## src/rtl/rr_arb4_ctrl_pkg.sv

```systemverilog
// Shared definitions for the 4-way round-robin arbiter.
// Latency: n/a (constants only).
// Backpressure: n/a.
// Contents: requester count and FSM state encoding.
package rr_arb4_ctrl_pkg;

  localparam int REQ_N = 4;

  // State encoding is kept as plain constants so older flows that expect
  // a 1-bit state register can consume the netlist unchanged.
  localparam logic [0:0] ST_IDLE  = 1'b0;
  localparam logic [0:0] ST_GRANT = 1'b1;

endpackage

```

## src/rtl/rr_arb4_ctrl_onehot_enc4.sv

```systemverilog
// Encodes a 4-bit one-hot vector to its 2-bit index; 0000 encodes as 0.
// Latency: combinational, zero cycles.
// Backpressure: none.
// Ports: onehot (in, 4) -> idx (out, 2).
module onehot_enc4 (
  input  logic [3:0] onehot,
  output logic [1:0] idx
);

  // Valid only for one-hot or zero inputs, which is all the arbiter produces.
  assign idx = {onehot[3] | onehot[2], onehot[3] | onehot[1]};

endmodule

```

## src/rtl/rr_arb4_ctrl.sv

```systemverilog
// Round-robin arbiter sharing one resource among 4 level requesters, with a
// tenure limit so a busy owner cannot starve other waiting requesters.
// Latency: req -> registered gnt one cycle later; release hands over with no bubble.
// Backpressure: requesters hold req until granted; a lone requester may keep grant.
// Ports: clk, rst_n (async, active-low), req[4] in; gnt[4], gnt_idx[2],
//        gnt_valid, hold_cnt[CNT_W] out.
module rr_arb4_ctrl
  import rr_arb4_ctrl_pkg::*;
#(
  parameter int MAX_HOLD = 8,
  parameter int CNT_W    = 4
) (
  input  logic                 clk,
  input  logic                 rst_n,
  input  logic [REQ_N-1:0]     req,
  output logic [REQ_N-1:0]     gnt,
  output logic [1:0]           gnt_idx,
  output logic                 gnt_valid,
  output logic [CNT_W-1:0]     hold_cnt
);

  localparam logic [CNT_W-1:0] HOLD_LAST = CNT_W'(MAX_HOLD - 1);

  logic [0:0]       state;
  logic [0:0]       state_nxt;
  logic [1:0]       ptr;
  logic [1:0]       ptr_nxt;
  logic [REQ_N-1:0] gnt_nxt;
  logic [CNT_W-1:0] cnt_nxt;
  logic [REQ_N-1:0] others;
  logic [1:0]       owner_inc;

  // First set bit of r, scanning start, start+1, ... with 2-bit wrap.
  function automatic logic [1:0] rr_pick(input logic [REQ_N-1:0] r,
                                         input logic [1:0]       start);
    logic [1:0] sel;
    logic [1:0] idx;
    logic       found;
    sel   = '0;
    found = 1'b0;
    for (int i = 0; i < REQ_N; i++) begin
      idx = start + 2'(i);
      if (!found && r[idx]) begin
        sel   = idx;
        found = 1'b1;
      end
    end
    return sel;
  endfunction

  onehot_enc4 u_enc (
    .onehot (gnt),
    .idx    (gnt_idx)
  );

  assign gnt_valid = |gnt;
  // The owner is excluded so a forced rotation can never re-pick it.
  assign others    = req & ~gnt;
  assign owner_inc = gnt_idx + 2'd1;

  always_comb begin
    state_nxt = state;
    ptr_nxt   = ptr;
    gnt_nxt   = gnt;
    cnt_nxt   = hold_cnt;
    case (state)
      ST_IDLE: begin
        if (|req) begin
          state_nxt = ST_GRANT;
          gnt_nxt   = REQ_N'(1) << rr_pick(req, ptr);
          cnt_nxt   = '0;
        end
      end
      default: begin
        if (!req[gnt_idx]) begin
          // Release wins over a simultaneous limit hit.
          ptr_nxt = owner_inc;
          cnt_nxt = '0;
          if (|others) begin
            gnt_nxt = REQ_N'(1) << rr_pick(others, owner_inc);
          end else begin
            state_nxt = ST_IDLE;
            gnt_nxt   = '0;
          end
        end else if ((hold_cnt == HOLD_LAST) && (|others)) begin
          ptr_nxt = owner_inc;
          cnt_nxt = '0;
          gnt_nxt = REQ_N'(1) << rr_pick(others, owner_inc);
        end else if (hold_cnt != HOLD_LAST) begin
          cnt_nxt = hold_cnt + CNT_W'(1);
        end
      end
    endcase
  end

  always_ff @(posedge clk or negedge rst_n) begin
    if (!rst_n) begin
      state    <= ST_IDLE;
      ptr      <= '0;
      gnt      <= '0;
      hold_cnt <= '0;
    end else begin
      state    <= state_nxt;
      ptr      <= ptr_nxt;
      gnt      <= gnt_nxt;
      hold_cnt <= cnt_nxt;
    end
  end

endmodule

```

## config.mk

```make
export PLATFORM = sky130hd
export DESIGN_NAME = rr_arb4_ctrl
export DESIGN_NICKNAME = d
export VERILOG_FILES = /design/src/rtl/rr_arb4_ctrl_pkg.sv /design/src/rtl/rr_arb4_ctrl_onehot_enc4.sv /design/src/rtl/rr_arb4_ctrl.sv
export SDC_FILE = /design/constraint.sdc
export NUM_CORES = 1
export LEC_CHECK = 0
export CORE_UTILIZATION = 30
export DETAILED_ROUTE_END_ITERATION = 12
export GPL_TIMING_DRIVEN = 0
export PLACE_DENSITY = 0.58
export SYNTH_ARGS = -nofsm -noshare
export SYNTH_HDL_FRONTEND = slang
export SYNTH_SLANG_ARGS = --single-unit
```

## constraint.sdc

```tcl
create_clock -name clk -period 2.3 [get_ports clk]
set_clock_uncertainty 0.15 [all_clocks]
set_input_delay 0.46 -clock clk [delete_from_list [all_inputs] [get_ports clk]]
set_output_delay 0.46 -clock clk [all_outputs]
set_load 0.01 [all_outputs]
```

After elaboration in Yosys (flattened, before gate mapping)

Cells that the tools add are included.

$add $sub $neg: 8
Multipliers: 0
Div/mod/pow operators: 0
Magnitude comparators: 9
Eq/ne operators: 5
Shift operators: 3
Multiplexer cells: 85
Bitwise gates (word level): 4
Reduce and logical (&&, ||, !) cells: 26

Operator list:

| kind                  | count |
|---|---|
| $mux W1               | 45 |
| $mux W2               | 21 |
| $mux W4               | 10 |
| $lt A2 B3 Y1 const B  | 9 |
| $bmux W1 S2           | 9 |
| $reduce_or A4 Y1      | 3 |
| $shl A1 B2 Y4 const A | 3 |
| $logic_and A1 B1 Y1   | 10 |
| $logic_not A1 Y1      | 9 |
| $add A2 B2 Y2 const B | 4 |
| $add A2 B1 Y2 const B | 3 |
| $reduce_and A2 Y1     | 3 |
| $add A4 B1 Y4 const B | 1 |
| $and A4 B4 Y4         | 1 |
| $eq A4 B3 Y1 const B  | 1 |
| $ne A4 B2 Y1 const B  | 1 |
| $ne A4 B3 Y1 const B  | 1 |
| $not A4 Y4            | 1 |
| $ne A3 B2 Y1 const B  | 1 |
| $ne A2 B1 Y1 const B  | 1 |
| $or A1 B1 Y1          | 2 |
| $reduce_bool A2 Y1    | 1 |

Bits in registers: 11
Bits in latches: 0
Memory bits (writable): 0
Memory bits (read-only): 0
Output and inout port bits: 11
Word-level logic and storage cells: 144
Memories kept: 0

Longest topological paths before layout

Gate-level depths: netlist of run 1.

Word-level depth: 30
Depth in mapped cells: 7
Gate-level depth less buffers: 7

By module

Synthesis of run 1 repeated with hierarchy kept, for this count alone.

Cell total of the unflattened synthesis: 95
Area, all modules: 855.8 sq um

By module, submodules not included:

| module       | instances | cells an instance | area each (sq um) | sequential area each (sq um) |
|---|---|---|---|---|
| rr_arb4_ctrl | 1         | 93                | 843.3             | 275.3 |
| onehot_enc4  | 1         | 2                 | 12.5              | 0.0 |

Worst setup path before layout of run 1

Ideal clock, no wire load.

Path kind: reg2reg
Start: register gnt[2]
End: register gnt[3]
Data arrival time: 1.836 ns
Required time: 2.024 ns
Setup slack: 0.188 ns
Cell stages (with the launch flop): 8
Path buffers: 1
Clock period less this slack: 2.112 ns
Cell sequence: dfrtp_1 > buf_2 > or2_1 > o22a_1 > o21a_2 > a32oi_2 > nor2_1 > a221o_1

Word-level cells in the longest chain between the ends: 30
Elaborated cells between the ends (all ways): 75
Classes of those cells: add/sub (4); eq/ne (1); shift (2); mux (50); bitwise (3); reduce/logical (15)

Ends and longest elaborated chain:

| element                                 | line                                   | RTL |
|---|---|---|
| start, declared                         | rr_arb4_ctrl.sv:16                     | `output logic [REQ_N-1:0] gnt,` |
| start signal, assigned                  | rr_arb4_ctrl.sv:105                    | `gnt <= gnt_nxt;` |
| $or A1 B1 Y1 *                          | rr_arb4_ctrl_onehot_enc4.sv:11         | `assign idx = {onehot[3] \| onehot[2], onehot[3] \| onehot[1]};` |
| named net gnt_idx[1]                    | rr_arb4_ctrl.sv:17                     | `output logic [1:0] gnt_idx,` |
| $add A2 B1 Y2                           | rr_arb4_ctrl.sv:59                     | `assign owner_inc = gnt_idx + 2'd1;` |
| $bmux W1 S2                             | rr_arb4_ctrl.sv:43                     | `if (!found && r[idx]) begin` |
| $mux W1 (not written as such)           | rr_arb4_ctrl.sv:43                     |  |
| $mux W1                                 | rr_arb4_ctrl.sv:43                     |  |
| $mux W1, on equally long branches       | rr_arb4_ctrl.sv:79, rr_arb4_ctrl.sv:85 |  |
| $mux W1                                 | rr_arb4_ctrl.sv:75                     | `if (!req[gnt_idx]) begin` |
| [15 not listed]                         | -                                      |  |
| $mux W2                                 | rr_arb4_ctrl.sv:43                     |  |
| $mux W2, on equally long branches       | rr_arb4_ctrl.sv:79, rr_arb4_ctrl.sv:85 |  |
| $mux W2                                 | rr_arb4_ctrl.sv:75                     |  |
| $mux W2                                 | rr_arb4_ctrl.sv:66                     | `case (state)` |
| $shl A1 B2 Y4, on equally long branches | rr_arb4_ctrl.sv:80, rr_arb4_ctrl.sv:88 |  |
| $mux W4, on equally long branches       | rr_arb4_ctrl.sv:79, rr_arb4_ctrl.sv:85 |  |
| $mux W4                                 | rr_arb4_ctrl.sv:75                     |  |
| $mux W4                                 | rr_arb4_ctrl.sv:66                     |  |

The timed path passes the listed nets; every way through them passes the cells marked *. The select of a mux whose other input is x is not followed.
A chain may end at the register's enable or synchronous reset.

Worst setup path in the final report of run 1

Start: register gnt[2]
End: output port gnt_valid

Word-level cells in the longest chain between the ends: 1

Ends and longest elaborated chain:

| element          | line               | RTL |
|---|---|---|
| $reduce_or A4 Y1 | rr_arb4_ctrl.sv:56 | `assign gnt_valid = \|gnt;` |
| end, declared    | rr_arb4_ctrl.sv:18 | `output logic gnt_valid,` |

No other way between the ends.

==> out/summary.txt, run 1 <==
Post-synth cell types: 45
Hold Crit Class: reg2reg
Initial antenna violation count: 0
Share of cells above drive strength 1: 17.6%
Pwr per Cell Area: 1160 nW/um2
Layout Area Growth over Synthesis: 31.8%
Syn_nets: 127
Largest family of logic cells by synthesized area: compound AO/OA/AOI/OAI gates
Yosys top cell area share: 28.3%
Crit. End Element: primary output
Total congestion overflow: 0
R2r setup slk: 0.13 ns
Post-Syn Instances: 120
Std-Cell Rows: 20
Post-Synth Simple-Gate Area: 25.4%
Placer congestion estimate: 0.878
Synth Area in Adders: 1.29%
Met1 wire length: 1200 um
DP Area: 1180 um2
Core area: 3050 um2
Register area share after synthesis: 28.3%
Final setup vio count: 0
Routed vias/inst: 5.27
CP Class: reg2out
Crit path max fanout: 10
Worst-Skew Late Latency: 0.26 ns
Worst hold path cell count: 2
Reg2Reg Depth: 7
1st-pass router iterations: 4
DR WL/cell: 13.2 um
Worst-case clock buffer depth: 2
Hold Worst Slack: 0.375 ns
Number of synthesized register bits: 11
Leakage: 0.000522 uW
Hold Violations, Final: 0
Synth area leaders: dfrtp_1, mux2i_1, a21oi_1
Fmax: 459 MHz
Num CTS Buffers: 3
Clock slew at reported path FFs: 0.07 ns
DP HPWL: 1810 um
WP data required: 1.69 ns
H-tree levels: 1
Die area: 3470 um2
Synth Flop Type: dfrtp_1
Max-cap violations: 0
Relative slew slack: 64.6%
Compound-Gate Fraction of Synth Area: 30.2%
# nets final: 150
Post-detailed-route count of antenna-violating nets: 0
Ports: 17
Crit path arrival time: 1.57 ns
Post-Synthesis Cell Area: 972 um2
Max layer used: met4
# clock sinks: 11
Met3 routed WL: 90 um
Share of synthesized registers carrying an async set or reset: 100%
Met2 wire len: 1150 um
Pins Over Slew Limit: 0
DR vias: 980
Fin crit share: 94.7%
Final wirelength: 2450 um
# diodes: 0
Die W: 58.9 um
Startpoint types: flip-flop
Initial Utilization: 31.8%
Largest net degree at the start of global routing: 12
Pwr Total: 1490 uW
Setup TNS after final layout: 0 ns
Number of global-route vias before repair: 971
Largest area contributor in the netlist: dfrtp_1
DRC: 0
Post-layout min period: 2.18 ns
Total track usage: 16.2%
XOR/XNOR Fraction of Synth Area: 0.901%
Die height: 58.9 um
Outcome: finished, final reports clean
Design Area, Final: 1280 um2
Iter 0 DRT Violations: 49
Multiplexer share of the synthesized area: 9.65%
Worst vdd ir: 0.521 mV
Commonest cells in the netlist: dfrtp_1, nand2_1, nor2_1
First-pass GRT wire length: 4280 um
RSZ-0062 raised after global routing: no
Syn avg cell area: 8.10 um2
Synth warnings: 0
Worst-Margin Slew: 0.529 ns
CTS root buffer: clkbuf_4
CTS tree: done
Port bufs: 15
Number of synthesized flops with an enable pin: 0
-- worst paths after layout --
kind                                     from                 endpoint
max                        gnt[2]$_DFFE_PN0P_                gnt_valid
min                        ptr[0]$_DFFE_PN0P_       ptr[0]$_DFFE_PN0P_
max reg2reg                gnt[2]$_DFFE_PN0P_       gnt[3]$_DFFE_PN0P_
min reg2reg                ptr[0]$_DFFE_PN0P_       ptr[0]$_DFFE_PN0P_
max in group asynchronous               rst_n       gnt[2]$_DFFE_PN0P_
min in group asynchronous               rst_n  hold_cnt[0]$_DFFE_PN0P_
-- metrics by stage --
stage | setup slack (ns) | util [%] | std cells
after global routing | 0.00128 | 42.0 | 186
after floorplan | 0.188 | - | 120
final | 0.122 | 42.0 | 186
after detailed placement | -0.431 | 38.6 | 179
after global placement | -0.428 | 38.6 | 179
after CTS | 0.00134 | 40.1 | 184
-- final cells by class --
type,count,area [um2]
fill,316,1770
multi-input combinational,99,701
sequential,11,277
timing repair buffer,19,179
tap,44,55.1
buffer,6,32.5
clock buffer,4,26.3
inverter,3,11.3
-- cell families (layout without fill, tap and decap cells) --
group,Yosys count,after routing
adder cells (fa/ha/maj),1,1
multiplexers,8,8
AO/OA/AOI/OAI,41,41
buffers and inverters,10,32
XOR/XNOR,1,1
AND/OR/NAND/NOR,48,48
flip-flops,11,11
-- layer usage --
layer / vias up / track usage (%)
met2: 23 / 26.8
met4: 0 / 6.12
li1: 491 / -
met1: 464 / 22.0
met5: - / 0
met3: 2 / 1.32
-- report_power, final --
group,leakage (uW),internal (uW),switching [uW]
clock,0.0000150,67.0,63.3
combinational,0.000369,507,516
sequential,0.000138,261,72.3
total,0.000522,835,652
-- repair_timing --
| action | in CTS | in global routing |
|---|---|---|
| gates resized for setup | 9 | 13 |
| hold endpoints to repair | 0 | 0 |
| hold buffers | 0 | 0 |
| setup buffers | 2 | 2 |
| pin swaps | 0 | 3 |
| setup endpoints to repair | 8 | 7 |
-- cell usage in the layout (no fill, tap or decap), types with 2 or more instances in the layout --
cell type,n
a21oi_1,10
and2_1,2
buf_4,6
clkbuf_1,3
clkbuf_4,3
clkdlybuf4s50_1,11
dfrtp_1,10
dlygate4sd2_1,3
inv_1,3
mux2i_1,5
nand2_1,11
nand2b_1,6
nand3_1,2
nor2_1,11
nor2b_1,4
nor3_1,3
o21ai_0,8
o22ai_1,2
o31ai_1,2
-- critical path: stages (launching register included) --
cell and delay (ns):
dfrtp_2 0.47, buf_4 0.20, or3_1 0.35, dlygate4sd2_1 0.29
-- sequential cells by signal (all words and copies together), names as in the netlist --
signal	cells
hold_cnt	4
state	1
ptr	2
gnt	4
Power figures use the tool's default switching activity.
==> inputs of run 2 (changes only) <==
--- a/config.mk
+++ b/config.mk
@@ -5,10 +5,11 @@
 export SDC_FILE = /design/constraint.sdc
 export NUM_CORES = 1
 export LEC_CHECK = 0
+export ABC_AREA = 1
 export CORE_UTILIZATION = 30
 export DETAILED_ROUTE_END_ITERATION = 12
 export GPL_TIMING_DRIVEN = 0
-export PLACE_DENSITY = 0.58
+export PLACE_DENSITY = 0.57
 export SYNTH_ARGS = -nofsm -noshare
 export SYNTH_HDL_FRONTEND = slang
 export SYNTH_SLANG_ARGS = --single-unit
==> run 2 against run 1 <==
Effect of this change: area after synthesis rose by 23%; core utilization fell by 2.1 points; design area rose by 17%; die area rose by 22%; sequential share of layout area fell by 3.0 points; clock power rose by 45%; global-route usage fell by 0.50 points; critical path depth rose by 1; register-to-register slack improved by 0.21 ns; wire length rose by 20%; first-iteration DRC count rose by 27%; largest cell class unchanged.
==> out/summary.txt, run 2 <==
Outcome: finished, final reports clean (unchanged)
Slowest cell on crit path: clkdlybuf4s50_1 (was dfrtp_2)
Cells along the critical path: nor2_4, buf_6, nand3_1, clkdlybuf4s50_1 (was buf_4, or3_1, dlygate4sd2_1)
Num CTS Buffers: 3 (unchanged)
Total congestion overflow: 0 (unchanged)
Port bufs: 16 (was 15)
Pwr Total: 2380 uW (was 1490 uW)
Core area: 3740 um2 (was 3050 um2)
Multiplexer share of the synthesized area: 0% (was 9.65%)
Ports: 17 (unchanged)
Largest net degree at the start of global routing: 12 (unchanged)
1st-pass router iterations: 4 (unchanged)
Die W: 65.2 um (was 58.9 um)
DP HPWL: 2330 um (was 1810 um)
Post-synth cell types: 27 (was 45)
Top flop regs: gnt: 4 flops, hold_cnt: 4 flops, ptr: 2 flops (unchanged)
# nets final: 238 (was 150)
Share of synthesized registers carrying an async set or reset: 100% (unchanged)
Worst-Margin Slew: 0.495 ns (was 0.529 ns)
Hold Crit Class: reg2reg (unchanged)
Routed vias/inst: 4.63 (was 5.27)
Yosys top cell area share: 26.6% (was 28.3%)
Pins Over Slew Limit: 0 (unchanged)
CP Class: reg2out (unchanged)
DR WL/cell: 10.5 um (was 13.2 um)
Leakage: 0.000786 uW (was 0.000522 uW)
Design Area, Final: 1490 um2 (was 1280 um2)
Layout Utilization: 39.9% (was 42.0%)
CTS root buffer: clkbuf_8 (was clkbuf_4)
FF/Latch Area: 278 um2 (was 277 um2)
Post-Synthesis Cell Area: 1200 um2 (was 972 um2)
Number of synthesized register bits: 11 (unchanged)
DRC: 0 (unchanged)
Initial Utilization: 32.0% (was 31.8%)
Peak per-stage delay on the critical path: 0.49 ns (was 0.47 ns)
Pwr per Cell Area: 1590 nW/um2 (was 1160 nW/um2)
Worst vdd ir: 0.683 mV (was 0.521 mV)
Share of cells above drive strength 1: 17.4% (was 17.6%)
Commonest cells in the netlist: nand2_1, nor2_1, inv_1, nand3_1, dfrtp_1 (was dfrtp_1, nand2_1, nor2_1)
Syn avg cell area: 5.70 um2 (was 8.10 um2)
H-tree levels: 1 (unchanged)
Compound-Gate Fraction of Synth Area: 8.57% (was 30.2%)
Post-Syn Instances: 210 (was 120)
Most frequent cells in the layout: nand2_1, nor2_1, nand3_1, inv_1, clkdlybuf4s50_1 (was nor2_1, nand2_1, clkdlybuf4s50_1, a21oi_1, dfrtp_1)
DP Area: 1420 um2 (was 1180 um2)
Most numerous cell in the Yosys netlist: nand2_1
Number of global-route vias before repair: 1,231 (was 971)
# clock sinks: 11 (unchanged)
Largest family of logic cells by synthesized area: simple AND/OR/NAND/NOR gates (was compound AO/OA/AOI/OAI gates)
Worst-Skew Late Latency: 0.23 ns (was 0.26 ns)
Die height: 65.2 um (was 58.9 um)
Startpoint types: flip-flop (unchanged)
Synth Area in Adders: 1.04% (was 1.29%)
Die area: 4250 um2 (was 3470 um2)
RSZ-0062 raised after global routing: no (unchanged)
Crit. End Element: primary output (unchanged)
First-pass GRT wire length: 5330 um (was 4280 um)
Post-Synth Simple-Gate Area: 56.9% (was 25.4%)
DR vias: 1,288 (was 980)
Syn_nets: 217 (was 127)
Fin crit share: 95.6% (was 94.7%)
Final setup vio count: 0 (unchanged)
Hold Violations, Final: 0 (unchanged)
Crit path arrival time: 1.59 ns (was 1.57 ns)
Synth Flop Type: dfrtp_1 (unchanged)
Fmax: 455 MHz (was 459 MHz)
Post-layout min period: 2.20 ns (was 2.18 ns)
Clock slew at reported path FFs: 0.05 ns (was 0.07 ns)
Setup Fix Bufs, Post-CTS: 0 (was 2)
Max-cap violations: 0 (unchanged)
Commonest non-fill, non-tap cell in the layout: nand2_1
# diodes: 0 (unchanged)
Synth area leaders: nand2_1, dfrtp_1, nand3_1 (was dfrtp_1, mux2i_1, a21oi_1)
Crit path max fanout: 10 (unchanged)
Synth warnings: 0 (unchanged)
Std-Cell Rows: 22 (was 20)
XOR/XNOR Fraction of Synth Area: 0.731% (was 0.901%)
Total track usage: 15.7% (was 16.2%)
Post-detailed-route count of antenna-violating nets: 0 (unchanged)
Iter 0 DRT Violations: 62 (was 49)
Post-CTS Resized: 0 (was 9)
Final wirelength: 2930 um (was 2450 um)
Layout Area Growth over Synthesis: 24.7% (was 31.8%)
Filler cells: 430 (was 316)
CTS tree: done (unchanged)
Number of synthesized flops with an enable pin: 0 (unchanged)
Register area share after synthesis: 23.0% (was 28.3%)
Multi-input gate area: 831 um2 (was 701 um2)
Relative slew slack: 66.9% (was 64.6%)
Largest area contributor in the netlist: nand2_1 (was dfrtp_1)
Initial antenna violation count: 0 (unchanged)
Hold buffers post-CTS: 0 (unchanged)
Placer congestion estimate: 0.859 (was 0.878)
Worst-case clock buffer depth: 2 (unchanged)
WP data required: 1.69 ns (about the same)
[run 2: cell count changes in the layout (fill, tap and decap cells not counted), moves of 5 or more]
cell / before / now
a21oi_1: 10 / 5
buf_4: 6 / 0
inv_1: 3 / 18
inv_2: 0 / 7
mux2i_1: 5 / 0
nand2_1: 11 / 85
nand2_2: 0 / 7
nand2b_1: 6 / 0
nand3_1: 2 / 19
nor2_1: 11 / 21
nor2_2: 0 / 5
nor2_4: 0 / 5
[run 2: final timing paths]
check	startpoint	slack, ns	end	cells after the start
hold reg to reg	hold_cnt[1]$_DFFE_PN0P_	0.40	hold_cnt[1]$_DFFE_PN0P_	2
max in group asynchronous	rst_n	1.23	gnt[1]$_DFFE_PN0P_	1
setup / recovery	gnt[1]$_DFFE_PN0P_	0.10	gnt_valid	4
hold / removal	hold_cnt[1]$_DFFE_PN0P_	0.40	hold_cnt[1]$_DFFE_PN0P_	2
min in group asynchronous	rst_n	0.41	hold_cnt[1]$_DFFE_PN0P_	1
setup reg to reg	ptr[0]$_DFFE_PN0P_	0.34	gnt[1]$_DFFE_PN0P_	13
[run 2: kinds of logic (layout without fill, tap and decap cells)]
logic type | count (synthesis) | count (layout)
AND/OR/NAND/NOR | 152 | 152
buffers and inverters | 28 | 48
AO/OA/AOI/OAI | 17 | 17
flip-flops | 11 | 11
adder cells (fa/ha/maj) | 1 | 1
XOR/XNOR | 1 | 1
[run 2: area by class of cell]
cell class                 instances  share of cell area (%)
multi-input combinational        171                    55.7
sequential                        11                    18.6
timing repair buffer              16                    10.9
inverter                          26                    6.71
tap                               48                    4.02
clock buffer                       4                    3.02
buffer                             2                    1.09
[run 2: where the power goes]
group	leakage (uW)	switching (uW)	internal, uW
clock	0.0000228	67.5	121
combinational	0.000626	1120	669
sequential	0.000137	123	281
total	0.000786	1310	1070
[run 2: metrics by stage]
stage / hold WS (ns) / worst slack (ns) / std cells / setup TNS (ns)
after floorplan: 0.0144 / 0.507 / 210 / 0
after global placement: 0.392 / -0.180 / 274 / -0.580
after detailed placement: 0.392 / -0.160 / 274 / -0.515
after CTS: 0.402 / 0.0322 / 278 / 0
after global routing: 0.434 / 0.0168 / 278 / 0
final: 0.399 / 0.101 / 278 / 0
[run 2: critical path: cells and delay by family, from the launching register on]
family | cells | cell delay (ns)
flops | 1 | 0.46
buf+inv | 2 | 0.65
simple gates | 2 | 0.24
[run 2: routing by layer]
metal | vias up | track usage (%) | part of all wire (%)
met5 | - | 0 | 0
met4 | 0 | 2.45 | 0.34
met3 | 2 | 2.26 | 2.5
met2 | 18 | 25.1 | 42
met1 | 561 | 22.6 | 55
li1 | 707 | - | -
==> inputs of run 3 (changes only) <==
--- a/config.mk
+++ b/config.mk
@@ -5,11 +5,12 @@
 export SDC_FILE = /design/constraint.sdc
 export NUM_CORES = 1
 export LEC_CHECK = 0
-export ABC_AREA = 1
+export ABC_AREA = 0
 export CORE_UTILIZATION = 30
 export DETAILED_ROUTE_END_ITERATION = 12
 export GPL_TIMING_DRIVEN = 0
-export PLACE_DENSITY = 0.57
+export PLACE_DENSITY = 0.58
+export SLEW_MARGIN = 15
 export SYNTH_ARGS = -nofsm -noshare
 export SYNTH_HDL_FRONTEND = slang
 export SYNTH_SLANG_ARGS = --single-unit
==> results of run 3 <==
Same layout as run 1: the final DEF is identical, and so are final timing and power.
==> edit 1 (flow settings as in run 1) <==
Change the parameter `CNT_W` from 4 to 5.
--- a/src/rtl/rr_arb4_ctrl.sv
+++ b/src/rtl/rr_arb4_ctrl.sv
@@ -10,3 +10,3 @@
   parameter int MAX_HOLD = 8,
-  parameter int CNT_W    = 4
+  parameter int CNT_W    = 5
 ) (
Ports: changed (resized hold_cnt); port bits go from 17 to 18. The function was not compared with the original's and may differ.
==> edit 1 against run 1 <==
Total power fell by 7.7%; area after synthesis down 0.39%; design area fell by 3.7%; sequential cell count up 1; critical path type is now in -> reg; largest cell class unchanged; wire length is 2.3% higher; non-clock buffer count up 1; setup slack got worse by 0.047 ns; synthesized cell count down 5.0%.
==> edit 1: results (changes against run 1) <==
- Outcome: finished, final reports clean
- Largest net degree at the start of global routing: 13 (+1)
- Root Driver: clkbuf_4
- Largest cells by area after synthesis: dfrtp_1 (31%), a21oi_1 (5.2%), a221o_1 (4.1%)
- Critical R2R Capture: gnt[2]
- Worst EP arrival: 2.23 ns (+0.66 ns)
- GRT Overall Usage: 15.7% (-0.53 points)
- Vias in the first global route: 918 (-5.5%)
- Wl on met1: 1200 um (+0.17%)
- Post-DP Area: 0.00119 mm^2 (+1.4%)
- Share of layout cells above drive strength 1: 16.3% (-1.3 points)
- DP HPWL: 1890 um (+4.6%)
- Slowest-stage cell, CP: clkdlybuf4s50_1
- Syn_nets: 121 (-4.7%)
- Sequential share of the synthesized area: 31.0% (+2.7 points)
- DR vias/cell: 5.50 (+4.3%)
- Max Root-Sink Buffers: 2 (unchanged)
- Initial antenna violation count: 0 (unchanged)
- Routed WL: 2510 um (+2.3%)
- Dominant synthesized flop cell: dfrtp_1
- Critical R2R Launch: hold_cnt[0]
- 1st-iter DRT viols: 55 (+12%)
- CP Max Fanout: 8 (-2)
- Synth cell types: 44 (-2.2%)
- Clock transition at the registers of the reported paths: 0.07 ns (about the same)
- CP Capture Point: ptr[1]
- DP Worst Slack: -0.209 ns (+0.221 ns)
- Worst setup path startpoint: req[0]
- Nets: 144 (-4.0%)
- Peak Freq: 0.449 GHz (-2.1%)
- Reg2Reg Depth: 7 (unchanged)
- Drt pass-1 iters: 4 (unchanged)
- Pleak: 0.527 nW (+0.86%)
- Fill count: 328 (+3.8%)
- Met2 WL: 1120 um (-3.0%)
- Top Registers: hold_cnt: 5 flops, gnt: 4 flops, ptr: 2 flops
- Total number of vias: 984 (+0.41%)
- Max_slew headroom: 58.9% (-5.7 points)
- IO Port Bufs: 17 (+2)
- Top Layer Used: met4
- Most instantiated cells after synthesis: dfrtp_1 (12), a21oi_1 (10), nand2_1 (7), nand3_1 (7), nor2_1 (7)
- Routed wl met3: 137 um (+52%)
- Global-route wire length before repair: 4090 um (-4.5%)
- Async SR Flop Fraction: 100% (unchanged)
- Slowest stage delay, CP: 0.64 ns (+0.17 ns)
- Hold Crit Class: in -> async
- Diode count: 0 (unchanged)
- Avg Synthesized Cell Area: 8.49 um^2 (+4.9%)
- Placed cells: 175 (-2.2%)
- Peak VDD IR: 0.438 mV (-16%)
- CTS buffer count: 3 (unchanged)
- Synth warn: 0 (unchanged)
- Clk_lat worst skew: 0.27 ns
- R2R Setup Slk: 0.21 ns (+0.08 ns)
- H-tree levels: 1 (unchanged)
- Global placer's final weighted congestion: 0.840 (-4.3%)
edit 1: changes by cell type in the layout (fill, tap and decap cells not counted), moves of 3 or more:
cell | before | now
buf_2 | 1 | 5
buf_4 | 6 | 3
nor2_1 | 11 | 7
o21ai_1 | 1 | 4
dlygate4sd2_1 | 3 | 0
nand3_1 | 2 | 7
nand2b_1 | 6 | 3
mux2i_1 | 5 | 2
nor3_1 | 3 | 6
nand2_1 | 11 | 7
a221o_1 | 1 | 4
o21ai_0 | 8 | 3
edit 1: critical path: cells and delay by family:
family,cells,cell delay (ns)
compound gates,2,0.48
buf+inv,1,0.64
mux,2,0.53
simple gates,1,0.13
edit 1: power by group:
part	switching, mW	internal, mW
logic	0.402	0.459
clock network	0.0661	0.0605
registers	0.102	0.284
total	0.570	0.803
edit 1: worst min-delay path by stage:
stage | from | to | slack, ns
after detailed placement | hold_cnt[0] | hold_cnt[0] | 0.38
final | rst_n | hold_cnt[2] | 0.39
after global routing | hold_cnt[0] | hold_cnt[0] | 0.43
after global placement | hold_cnt[0] | hold_cnt[0] | 0.37
after CTS | hold_cnt[0] | hold_cnt[0] | 0.39
after floorplan | rst_n | gnt[0] | 0.01
edit 1: stage by stage:
stage | hold slack [ns] | util, %
6_report | 0.394 | 40.4
3_5_place_dp | 0.376 | 39.1
5_1_grt | 0.435 | 40.4
3_3_place_gp | 0.368 | 39.1
2_1_floorplan | 0.0144 | -
4_1_cts | 0.391 | 39.5
edit 1: layout make-up:
| cell class | count | area share [%] |
|---|---|---|
| Clock buffer | 3 | 1.83 |
| Buffer | 7 | 3.45 |
| Tap cell | 44 | 4.46 |
| Multi-Input combinational cell | 90 | 49.4 |
| Inverter | 4 | 1.22 |
| Timing Repair Buffer | 19 | 15.2 |
| Sequential cell | 12 | 24.4 |
edit 1: cells by family after synthesis:
family                   share of synthesized area, %
AND/OR/NAND/NOR                                  29.8
buffers and inverters                            6.20
multiplexers                                     4.78
flip-flops                                       31.0
XOR/XNOR                                        0.905
adder cells (fa/ha/maj)                          1.29
AO/OA/AOI/OAI                                    26.0
edit 1: repair_timing:
| action | 4_1_cts | 5_1_grt |
|---|---|---|
| setup buffers | 0 | 2 |
| gates cloned | 0 | 0 |
| pin swaps | 0 | 1 |
| endpoints found under the setup margin | 1 | 4 |
| gates resized for setup | 4 | 6 |
| endpoints found under the hold margin | 0 | 0 |
edit 1: metal layers:
metal / GRT usage (%) / vias up
li1: - / 472
met1: 20.8 / 470
met2: 24.2 / 36
met3: 2.64 / 6
met4: 8.50 / 0
met5: 0 / -
==> edit 2 (flow settings as in run 1) <==
Without the edit above. One comparison of `hold_cnt` changes from == to >=.
--- a/src/rtl/rr_arb4_ctrl.sv
+++ b/src/rtl/rr_arb4_ctrl.sv
@@ -84,3 +84,3 @@
           end
-        end else if ((hold_cnt == HOLD_LAST) && (|others)) begin
+        end else if ((hold_cnt >= HOLD_LAST) && (|others)) begin
           ptr_nxt = owner_inc;
Formal check against the unedited RTL: no difference found for any inputs over 10 cycles, from zero or initial values and one cycle with rst_n low; that may be too few to reach the edited logic, so the function may still have changed.
==> edit 2 against run 1 <==
Setup slack worse by 0.020 ns; via count decreased by 17%; non-clock buffer count down 3; count of clock-buffer cells in the layout is the same; clock power barely moved; total power decreased by 7.6%; design area decreased by 11%; area after synthesis fell by 8.6%; sequential cell count unchanged; wire length fell by 15%.
==> edit 2: results (changes against run 1) <==
- Global-route wire length before repair: 3570 um (-17%)
- CP Max Fanout: 9 (-1)
- Synth cell types: 45 (unchanged)
- DP HPWL: 1600 um (-12%)
- Placed cells: 151 (-16%)
- Slowest stage delay, CP: 0.38 ns (-0.09 ns)
- Root Driver: clkbuf_4
- Drt pass-1 iters: 4 (unchanged)
- Worst EP arrival: 1.59 ns (+0.02 ns)
- Met2 WL: 1030 um (-10%)
- Largest cells by area after synthesis: dfrtp_1 (31%), a21oi_1 (3.9%), nor2_1 (3.8%)
- Slowest-stage cell, CP: dfrtp_1
- Post-CTS Setup Inserts: 0 (-2)
- Met2 Use GR: 23.8% (-3.0 points)
- 1st-iter DRT viols: 14 (-71%)
- Peak VDD IR: 0.464 mV (-11%)
- Vias in the first global route: 777 (-20%)
- Final Cycle Share: 95.6% (+0.87 points)
- Largest net degree at the start of global routing: 12 (unchanged)
- Outcome: finished, final reports clean
- DP Worst Slack: -0.273 ns (+0.158 ns)
- Global placer's final weighted congestion: 0.734 (-16%)
- Sequential share of the synthesized area: 31.0% (+2.7 points)
- Fill count: 275 (-13%)
- Total number of vias: 812 (-17%)
- WL per Instance: 13.4 um (+1.7%)
- Non-Filler Instances: 155 (-17%)
- CTS buffer count: 3 (unchanged)
- Syn_nets: 111 (-13%)
- Routed wl met3: 64 um (-29%)
- Gate Count Post-Synth: 104 (-13%)
- Async SR Flop Fraction: 100% (unchanged)
- Met3 GRT Util: 4.15% (+2.8 points)
- IO Port Bufs: 16 (+1)
- Switch Pwr: 0.575 mW (-12%)
- Slew @ Worst Pin: 0.501 ns (-0.0279 ns)
- Diode count: 0 (unchanged)
- Critical R2R Launch: gnt[2]
- GRT Overall Usage: 14.2% (-2.0 points)
- Top Layer Used: met4
- Met1 Usage GRT: 18.1% (-3.9 points)
- Share of layout cells above drive strength 1: 13.7% (-3.9 points)
- Hold Crit Class: in -> async
- Post-DP Area: 0.00109 mm^2 (-7.7%)
- Top Registers: gnt: 4 flops, hold_cnt: 4 flops, ptr: 2 flops
- Clock transition at the registers of the reported paths: 0.07 ns (about the same)
- Worst setup path startpoint: gnt[3]
- Max Root-Sink Buffers: 2 (unchanged)
- Initial antenna violation count: 0 (unchanged)
- Most instantiated cells after synthesis: dfrtp_1 (11), nor2_1 (9), nand2_1 (8)
- Wl on met1: 967 um (-19%)
- Pleak: 0.512 nW (-2.0%)
- R2R Setup Slk: 0.39 ns (+0.26 ns)
- Nets: 132 (-12%)
[edit 2: cell types whose count changed after synthesis, sizes merged, moves of 3 or more]
cell    delta
a21oi      -3
clkbuf     -3
o21ai      -7
nand2      -3
nand3      +3
and2b      +4
nor3       -3
nand2b     -5
a21o       +3
mux2i      -4
[edit 2: through the flow]
stage,utilization (%),power [mW],TNS [ns],hold WS (ns)
6_report,41.0,1.37,0,0.374
5_1_grt,41.0,1.49,0,0.412
4_1_cts,40.2,1.38,0,0.398
3_5_place_dp,39.1,1.24,-1.44,0.396
3_3_place_gp,39.1,1.23,-1.17,0.395
2_1_floorplan,-,0.939,0,0.0144
[edit 2: kinds of logic after synthesis]
group / synth area share, %
AOI/OAI and AO/OA: 25.4
muxes: 3.52
buffers and inverters: 6.62
and+or+nand+nor: 31.1
adders and majority gates: 1.41
xor gates and xnor gates: 0.986
DFF: 31.0
[edit 2: power groups by stage]
stage	logic (mW)	registers (mW)	clock network, mW
floorplan	0.585	0.354	0
global placement	0.882	0.345	0
detailed placement	0.895	0.349	0
CTS	0.895	0.345	0.138
global route	0.985	0.360	0.147
finish	0.897	0.346	0.130
[edit 2: worst paths after layout]
path / cells past startpoint / endpoint
min: 1 / gnt[3]
max in group asynchronous: 1 / ptr[0]
max reg2reg: 7 / hold_cnt[0]
min in group clk: 1 / hold_cnt[1]
max: 5 / gnt_valid
min reg2reg: 1 / hold_cnt[1]
[edit 2: layout make-up]
class / instances / area share, %
Multi-Input combinational cell: 82 / 49.8
Sequential cell: 11 / 24.1
Timing Repair Buffer: 16 / 14.4
Buffer: 6 / 4.28
Tap cell: 31 / 3.40
Clock buffer: 4 / 2.31
Inverter: 5 / 1.65
[edit 2: timing repair]
action	in CTS	in global routing
gates resized for setup	3	6
setup endpoints to repair	1	4
pin swaps	0	0
